$ cat src/rtl/writeback_unit.sv
// Writeback unit: buffers execute results in a 2-entry FIFO and retires them
// into a 16 x 64-bit architectural register file through a single write port.
module writeback_unit (
    input  logic        clk,
    input  logic        resetN,
    input  logic        resultValidIn,
    output logic        resultReadyOut,
    input  logic [3:0]  destRegIn,
    input  logic        destRegValidIn,
    input  logic [63:0] destValueIn,
    input  logic [3:0]  destRegisterSpecialIn,
    input  logic        destRegisterSpecialValidIn,
    input  logic [63:0] destSpecialValueIn,
    input  logic [63:0] nextRipIn,
    output logic [63:0] registerFileOut [0:15],
    output logic [63:0] ripOut,
    output logic        wbStallOut,
    output logic [15:0] pendingMaskOut,
    output logic [31:0] retiredCountOut
);

    typedef enum logic [1:0] {
        IDLE,
        WR_PRIMARY,
        WR_SPECIAL
    } state_t;

    typedef struct packed {
        logic [3:0]  dest_reg;
        logic        dest_valid;
        logic [63:0] dest_value;
        logic [3:0]  spec_reg;
        logic        spec_valid;
        logic [63:0] spec_value;
        logic [63:0] next_rip;
    } entry_t;

    state_t      state;
    state_t      next_state;
    logic [1:0]  count;
    logic [1:0]  next_count;
    logic        head;
    logic        tail;
    entry_t      fifo [0:1];
    entry_t      head_entry;

    logic        accept;
    logic        pop;
    logic        wr_en;
    logic [3:0]  wr_addr;
    logic [63:0] wr_data;

    assign head_entry     = fifo[head];
    assign resultReadyOut = (count != 2'd2);
    assign accept         = resultValidIn && resultReadyOut;
    assign wbStallOut     = (count == 2'd2) || (state == WR_SPECIAL);

    // NOTE: every signal gets a default at the top of the block so that no
    // path leaves it unassigned; otherwise synthesis infers a latch.
    always_comb begin
        pop        = 1'b0;
        wr_en      = 1'b0;
        wr_addr    = '0;
        wr_data    = '0;
        next_state = state;

        if (count != 2'd0) begin
            if (state == WR_SPECIAL) begin
                wr_en   = 1'b1;
                wr_addr = head_entry.spec_reg;
                wr_data = head_entry.spec_value;
                pop     = 1'b1;
            end else begin
                if (head_entry.dest_valid) begin
                    wr_en   = 1'b1;
                    wr_addr = head_entry.dest_reg;
                    wr_data = head_entry.dest_value;
                end
                // The special half goes out next cycle; the entry stays at the head.
                if (head_entry.spec_valid) begin
                    next_state = WR_SPECIAL;
                end else begin
                    pop = 1'b1;
                end
            end
        end

        next_count = count + {1'b0, accept} - {1'b0, pop};

        if (pop) begin
            next_state = (next_count != 2'd0) ? WR_PRIMARY : IDLE;
        end
    end

    always_comb begin
        pendingMaskOut = '0;
        for (int i = 0; i < 2; i++) begin
            if ((count == 2'd2) || ((count == 2'd1) && (head == 1'(i)))) begin
                if (fifo[i].dest_valid) pendingMaskOut[fifo[i].dest_reg] = 1'b1;
                if (fifo[i].spec_valid) pendingMaskOut[fifo[i].spec_reg] = 1'b1;
            end
        end
    end

    // NOTE: sequential state uses non-blocking assignments so every register
    // samples the pre-edge values, independent of statement order.
    always_ff @(posedge clk) begin
        if (!resetN) begin
            state           <= IDLE;
            count           <= 2'd0;
            head            <= 1'b0;
            tail            <= 1'b0;
            ripOut          <= '0;
            retiredCountOut <= '0;
            for (int i = 0; i < 16; i++) begin
                registerFileOut[i] <= '0;
            end
        end else begin
            state <= next_state;
            count <= next_count;
            if (accept) begin
                tail <= ~tail;
            end
            if (pop) begin
                head            <= ~head;
                ripOut          <= head_entry.next_rip;
                retiredCountOut <= retiredCountOut + 32'd1;
            end
            if (wr_en) begin
                registerFileOut[wr_addr] <= wr_data;
            end
        end
    end

    // NOTE: FIFO payload is deliberately left out of reset; only count and the
    // pointers decide which slots are live, so stale data is never observed.
    always_ff @(posedge clk) begin
        if (accept) begin
            fifo[tail] <= '{
                dest_reg:   destRegIn,
                dest_valid: destRegValidIn,
                dest_value: destValueIn,
                spec_reg:   destRegisterSpecialIn,
                spec_valid: destRegisterSpecialValidIn,
                spec_value: destSpecialValueIn,
                next_rip:   nextRipIn
            };
        end
    end

endmodule
$ cat config.mk
export PLATFORM = sky130hd
export DESIGN_NAME = writeback_unit
export DESIGN_NICKNAME = d
export VERILOG_FILES = /design/src/rtl/writeback_unit.sv
export SDC_FILE = /design/constraint.sdc
export NUM_CORES = 2
export LEC_CHECK = 0
export CORE_AREA = 2 2 524 526
export CTS_CLUSTER_SIZE = 10
export DETAILED_ROUTE_END_ITERATION = 12
export DIE_AREA = 0 0 526 528
export SLEW_MARGIN = 30
export SYNTH_ARGS = -nofsm -noshare
export SYNTH_HDL_FRONTEND = slang
export SYNTH_SLANG_ARGS = --single-unit
$ cat constraint.sdc
create_clock -name clk -period 24.6 [get_ports clk]
set_input_delay 2.46 -clock clk [delete_from_list [all_inputs] [get_ports clk]]
set_output_delay 2.46 -clock clk [all_outputs]
set_load 0.02 [all_outputs]
== Word-level counts from Yosys, hierarchy flattened ==
Memories as Yosys holds them, arrays and structs flattened. A register that Yosys moved wholly into a read port is not among the register bits.
Cells that the tools add are included.

* Word-level logic and storage cells: 103
* Memories: 1
* Bits in writable memories: 404
* Input bits: 205
* Register bits: 1,126
* Output and inout port bits: 1,138

{| class="wikitable"
|+ Memories
! memory !! words !! bits a word !! rd ports !! clocked after Yosys merged registers in !! wr ports !! line !! text
|-
| fifo || 2 || 202 || 3 || 1 || 1 || 44 || <nowiki>entry_t fifo [0:1];</nowiki>
|}

* $add $sub $neg: 3
* Multiplexer cells: 40
* Reductions and logical operators: 16
* Bitwise gates (word level): 6
* Equality and inequality tests: 5
* $lt $le $gt $ge: 10

{| class="wikitable"
|+ Operators by type and width
! cell !! count
|-
| $bwmux W1024 || 1
|-
| $demux W64 S4 || 1
|-
| $mux W64 || 4
|-
| $mux W16 || 8
|-
| $or A16 B16 Y16 || 3
|-
| $add A32 B1 Y32 const B || 1
|-
| $lt A4 B5 Y1 const B || 4
|-
| $demux W1 S4 || 4
|-
| $ge A4 B1 Y1 const B || 4
|-
| $mux W1 || 15
|-
| $mux W4 || 3
|-
| $logic_and A1 B1 Y1 || 8
|-
| $mux W2 || 4
|-
| $reduce_bool A2 Y1 || 4
|-
| $ge A5 B5 Y1 const B || 1
|-
| $lt A5 B1 Y1 const B || 1
|-
| $not A4 Y5 || 1
|-
| $eq A2 B2 Y1 const B || 2
|-
| $ne A2 B2 Y1 const B || 2
|-
| $logic_or A1 B1 Y1 || 3
|-
| $reduce_and A3 Y1 || 1
|-
| $add A2 B1 Y2 || 1
|-
| $eq A2 B1 Y1 const B || 1
|-
| $not A1 Y1 || 2
|-
| $sub A2 B1 Y2 || 1
|}

== Logic depth before layout (Yosys ltp) ==
* Depth in word-level cells: 15
* Mapped depth: 13
* Depth with buffers taken out: 9

== Worst setup path after synthesis ==
No wires, ideal clock.

* Path type: input -> register
* From: in resultValidIn
* To: reg tail
* Stages on the path: 3
* Arrival: 11.630 ns
* Path buffers: 0
* Slack: 12.872 ns
* Cells stage by stage: nand2_1 nor2_1 o21a_1

* Word-level cells in the longest chain between the ends: 1

{| class="wikitable"
|+ Ends and longest elaborated chain
! what !! line !! text
|-
| from (decl) || 6 || <nowiki>input logic resultValidIn,</nowiki>
|-
| $logic_and A1 B1 Y1 || 55 || <nowiki>assign accept = resultValidIn && resultReadyOut;</nowiki>
|-
| to (signal assigned) || 122 || <nowiki>tail <= ~tail;</nowiki>
|-
| to (decl) || 43 || <nowiki>logic tail;</nowiki>
|}

No other way between the ends.
A chain may end at the register's enable or synchronous reset.

== Worst setup path in the final report ==
* From: reg count[1]
* To: out pendingMaskOut[7]

* Word-level cells in the longest chain between the ends: 10
* Elaborated cells on any way between the ends: 13
* Those cells by class: eq/ne: 2; mux: 5; bitwise: 2; reduce/logical: 4

{| class="wikitable"
|+ Ends and longest elaborated chain
! what !! line !! text
|-
| from (decl) || 40 || <nowiki>logic [1:0] count;</nowiki>
|-
| from (signal assigned) || 120 || <nowiki>count <= next_count;</nowiki>
|-
| $eq A2 B1 Y1 || 98 || <nowiki>if ((count == 2'd2) || ((count == 2'd1) && (head == 1'(i)))) begin</nowiki>
|-
| $logic_and A1 B1 Y1 || 98 ||
|-
| $logic_or A1 B1 Y1 || 98 ||
|-
| $mux W16 || 98 ||
|-
| $or A16 B16 Y16 (no line) || - ||
|-
| $mux W16 || 99 || <nowiki>if (fifo[i].dest_valid) pendingMaskOut[fifo[i].dest_reg] = 1'b1;</nowiki>
|-
| $mux W16 || 98 ||
|-
| $or A16 B16 Y16 (no line) || - ||
|-
| $mux W16 || 100 || <nowiki>if (fifo[i].spec_valid) pendingMaskOut[fifo[i].spec_reg] = 1'b1;</nowiki>
|-
| $mux W16 (*) || 98 ||
|-
| to (decl) || 18 || <nowiki>output logic [15:0] pendingMaskOut,</nowiki>
|}

Mark *: on every way between the ends. The rest lies on a longest branch, timed or not. The select of a mux whose other input is x is not followed.

==> flow_metrics.env <==
export IMPL_overflow=0
export IMPL_setup_ws_ps=18920
export IMPL_cp_top_family="compound AO/OA/AOI/OAI gates"
export IMPL_cts_sinks=1531
export IMPL_htreeDepth=4
export IMPL_startpoint_type="register"
export IMPL_synth_flop_cell="dfxtp_1"
export IMPL_synth_most_common_cell="mux2i_1"
export IMPL_crit_path_end_kind="primary output"
export IMPL_drt_initial_drc_count=2794
export IMPL_syn_instance_count=4716
export IMPL_ant_nets=0
export IMPL_cellPowerDensity_nw_per_um2=85.9
export IMPL_yosys_warnings=0
export IMPL_max_freq_mhz=176
export IMPL_fin_crit_ps=5680
export IMPL_synth_top_area_cell="dfxtp_1"
export IMPL_synthTopCellsByArea="dfxtp_1 (40%), mux2i_1 (22%), edfxtp_1 (21%)"
export IMPL_antenna_found_initial=53
export IMPL_report_final_slew_viol_count=0
export IMPL_clock_root_buffer="clkbuf_16"
export IMPL_port_buffers=1342
export IMPL_place_area_sq_um=73400
export IMPL_die_y_microns=528
export IMPL_layout_area_overhead_vs_synth_pct=38.5
export IMPL_cts_setup_buffers=0
export IMPL_syn_avg_cell_area_sq_um=12.0
export IMPL_arrival_ps=3220
export IMPL_routed_via_density=4.26
export IMPL_fin_skew_ps=64.0
export IMPL_ctsLongestPathBuffers=4
export IMPL_synth_async_sr_flop_share_pct=0
export IMPL_start_util_pct=20.8
export IMPL_numCtsBuffers=183
export IMPL_grt_usage_pct=15.4
export IMPL_hp_class="reg -> reg"
export IMPL_dp_slack_ps=18170
export IMPL_die_x_microns=526
export IMPL_status="finished, final reports clean"
export IMPL_wl_microns=227000
export IMPL_rows=192
export IMPL_insertion_delay_ps=830
export IMPL_finalSetupTns_ps=0
export IMPL_crit_type="reg -> out"
export IMPL_ys_seq_area_share_pct=61.1
export IMPL_route_detailed_drc=0
export IMPL_gp_congestion=0.825
export IMPL_core_area_sq_um=272000
export IMPL_required_ps=22140
export IMPL_grt_pass1_wl_microns=310000
export IMPL_worst_pin_slew_ps=1050
export IMPL_setup_violations=0
export IMPL_path_buf_inv=1
export IMPL_synth_cell_types=67
export IMPL_drive_above_1_share_pct=6.18
export IMPL_nNetsFinal=6176
export IMPL_crit_slowest_cell="clkdlybuf4s50_1"
export IMPL_syn_cell_area_sq_um=56800
export IMPL_synth_edf_count=404
export IMPL_vias=41100
export IMPL_cap_violations=0
export IMPL_min_period_over_period_pct=23.1
export IMPL_fillCellCount=27800
export IMPL_hold_buffers=0
export IMPL_cts_resized=0
export IMPL_power_total_w=0.00675
export IMPL_clkTransAtPathRegs_ps=50
export IMPL_tritoncts="yes"
export IMPL_synth_nets=4924
export IMPL_dp_hpwl_microns=159000
export IMPL_yosys_top_cells_count="mux2i_1 (1224), nand2_1 (1181), dfxtp_1 (1127)"
export IMPL_cpPeakStageDelay_ps=660
export IMPL_hold_ws_ps=453
export IMPL_path_cells="nand2b_1 -> o21ai_1 -> a22o_1 -> clkdlybuf4s50_1"
export IMPL_die_area_sq_um=278000
export IMPL_io_pins=1343
export IMPL_slew_headroom_pct=30.0
export IMPL_synth_top_area_share_pct=39.7
export IMPL_route_detailed_wl_per_inst_microns=23.5
export IMPL_finalInstanceArea_sq_um=78600
export IMPL_first_pass_iters=5
export IMPL_leakage_nw=28.6
export IMPL_grt_pass1_vias=40500
export IMPL_ir_drop_mv=0.0773
export IMPL_path_max_fanout=9
export IMPL_grt_max_degree=206
export IMPL_ys_ff_latch=1531
export IMPL_hold_viol_final=0
export IMPL_rsz0062_at_grt="false"
## layer usage
metal | track usage, % | wire, microns | share of wire (%) | up-vias
met5 | 0 | 367 | 0.16 | -
li1 | - | - | - | 18700
met2 | 25.7 | 106000 | 47 | 1649
met1 | 18.9 | 94800 | 42 | 20300
met4 | 4.84 | 7090 | 3.1 | 52
met3 | 4.63 | 18000 | 7.9 | 415
## sequential cells by signal, summed over array words and instances (netlist names), named ones only
register         count
retiredCountOut     32
ripOut              64
state                2
fifo               404
head                 1
count                2
registerFileOut   1024
tail                 1
## cell families after synthesis
kind of cell | after synthesis | share of synthesized area (%)
flops | 1531 | 61.1
fa+ha+maj | 3 | 0.0661
compound gates | 211 | 2.97
xor+xnor | 30 | 0.463
mux | 1230 | 21.7
simple gates | 1334 | 9.61
buf+inv | 377 | 4.06
## worst min-delay path, stage by stage, from the launching register on
cell	delay [ps]
dfxtp_1	300
nand2_1	50
mux2i_1	50
## per-stage QoR
stage,cells,util (%)
6_report,9655,28.9
5_1_grt,9647,28.9
4_1_cts,9640,28.8
3_5_place_dp,9372,26.9
3_3_place_gp,9371,26.9
2_1_floorplan,4716,-
## placed cells by master (no fill, tap or decap), types with 57 or more instances in the layout
cell type / netlist / routed
clkdlybuf4s50_1: 0 / 1341
mux2i_1: 1224 / 1224
nand2_1: 1181 / 1148
dfxtp_1: 1127 / 1126
edfxtp_1: 404 / 404
clkbuf_16: 0 / 186
o22ai_1: 86 / 86
buf_4: 48 / 82
o211a_1: 64 / 64
clkbuf_1: 157 / 57
## path summary, 6_finish.rpt
| check | slack, ps | to | depth (start not counted) | startpoint |
|---|---|---|---|---|
| setup / recovery | 18920 | pendingMaskOut[7] | 4 | count[1]$_SDFF_PN0_ |
| hold reg to reg | 450 | registerFileOut[677]$_SDFFE_PN0P_ | 2 | registerFileOut[677]$_SDFFE_PN0P_ |
| hold / removal | 450 | registerFileOut[677]$_SDFFE_PN0P_ | 2 | registerFileOut[677]$_SDFFE_PN0P_ |
| setup reg to reg | 19950 | registerFileOut[680]$_SDFFE_PN0P_ | 6 | register |
## power by group
group | switching [W] | leakage [nW] | internal (W)
sequential | 0.000101 | 12.9 | 0.00277
combinational | 0.000945 | 13.2 | 0.000491
clock | 0.00105 | 2.53 | 0.00140
## layout make-up
class,count,area [sq um],share of cell area [%]
clock buffer,246,4910,6.24
sequential,1531,34700,44.1
inverter,11,41.3,0.0525
multi-input combinational,2808,20000,25.4
tap,3589,4490,5.71
clock inverter,22,319,0.406
antenna,15,37.5,0.0477
timing repair buffer,1433,14200,18.0
Power figures use the tool's default switching activity.
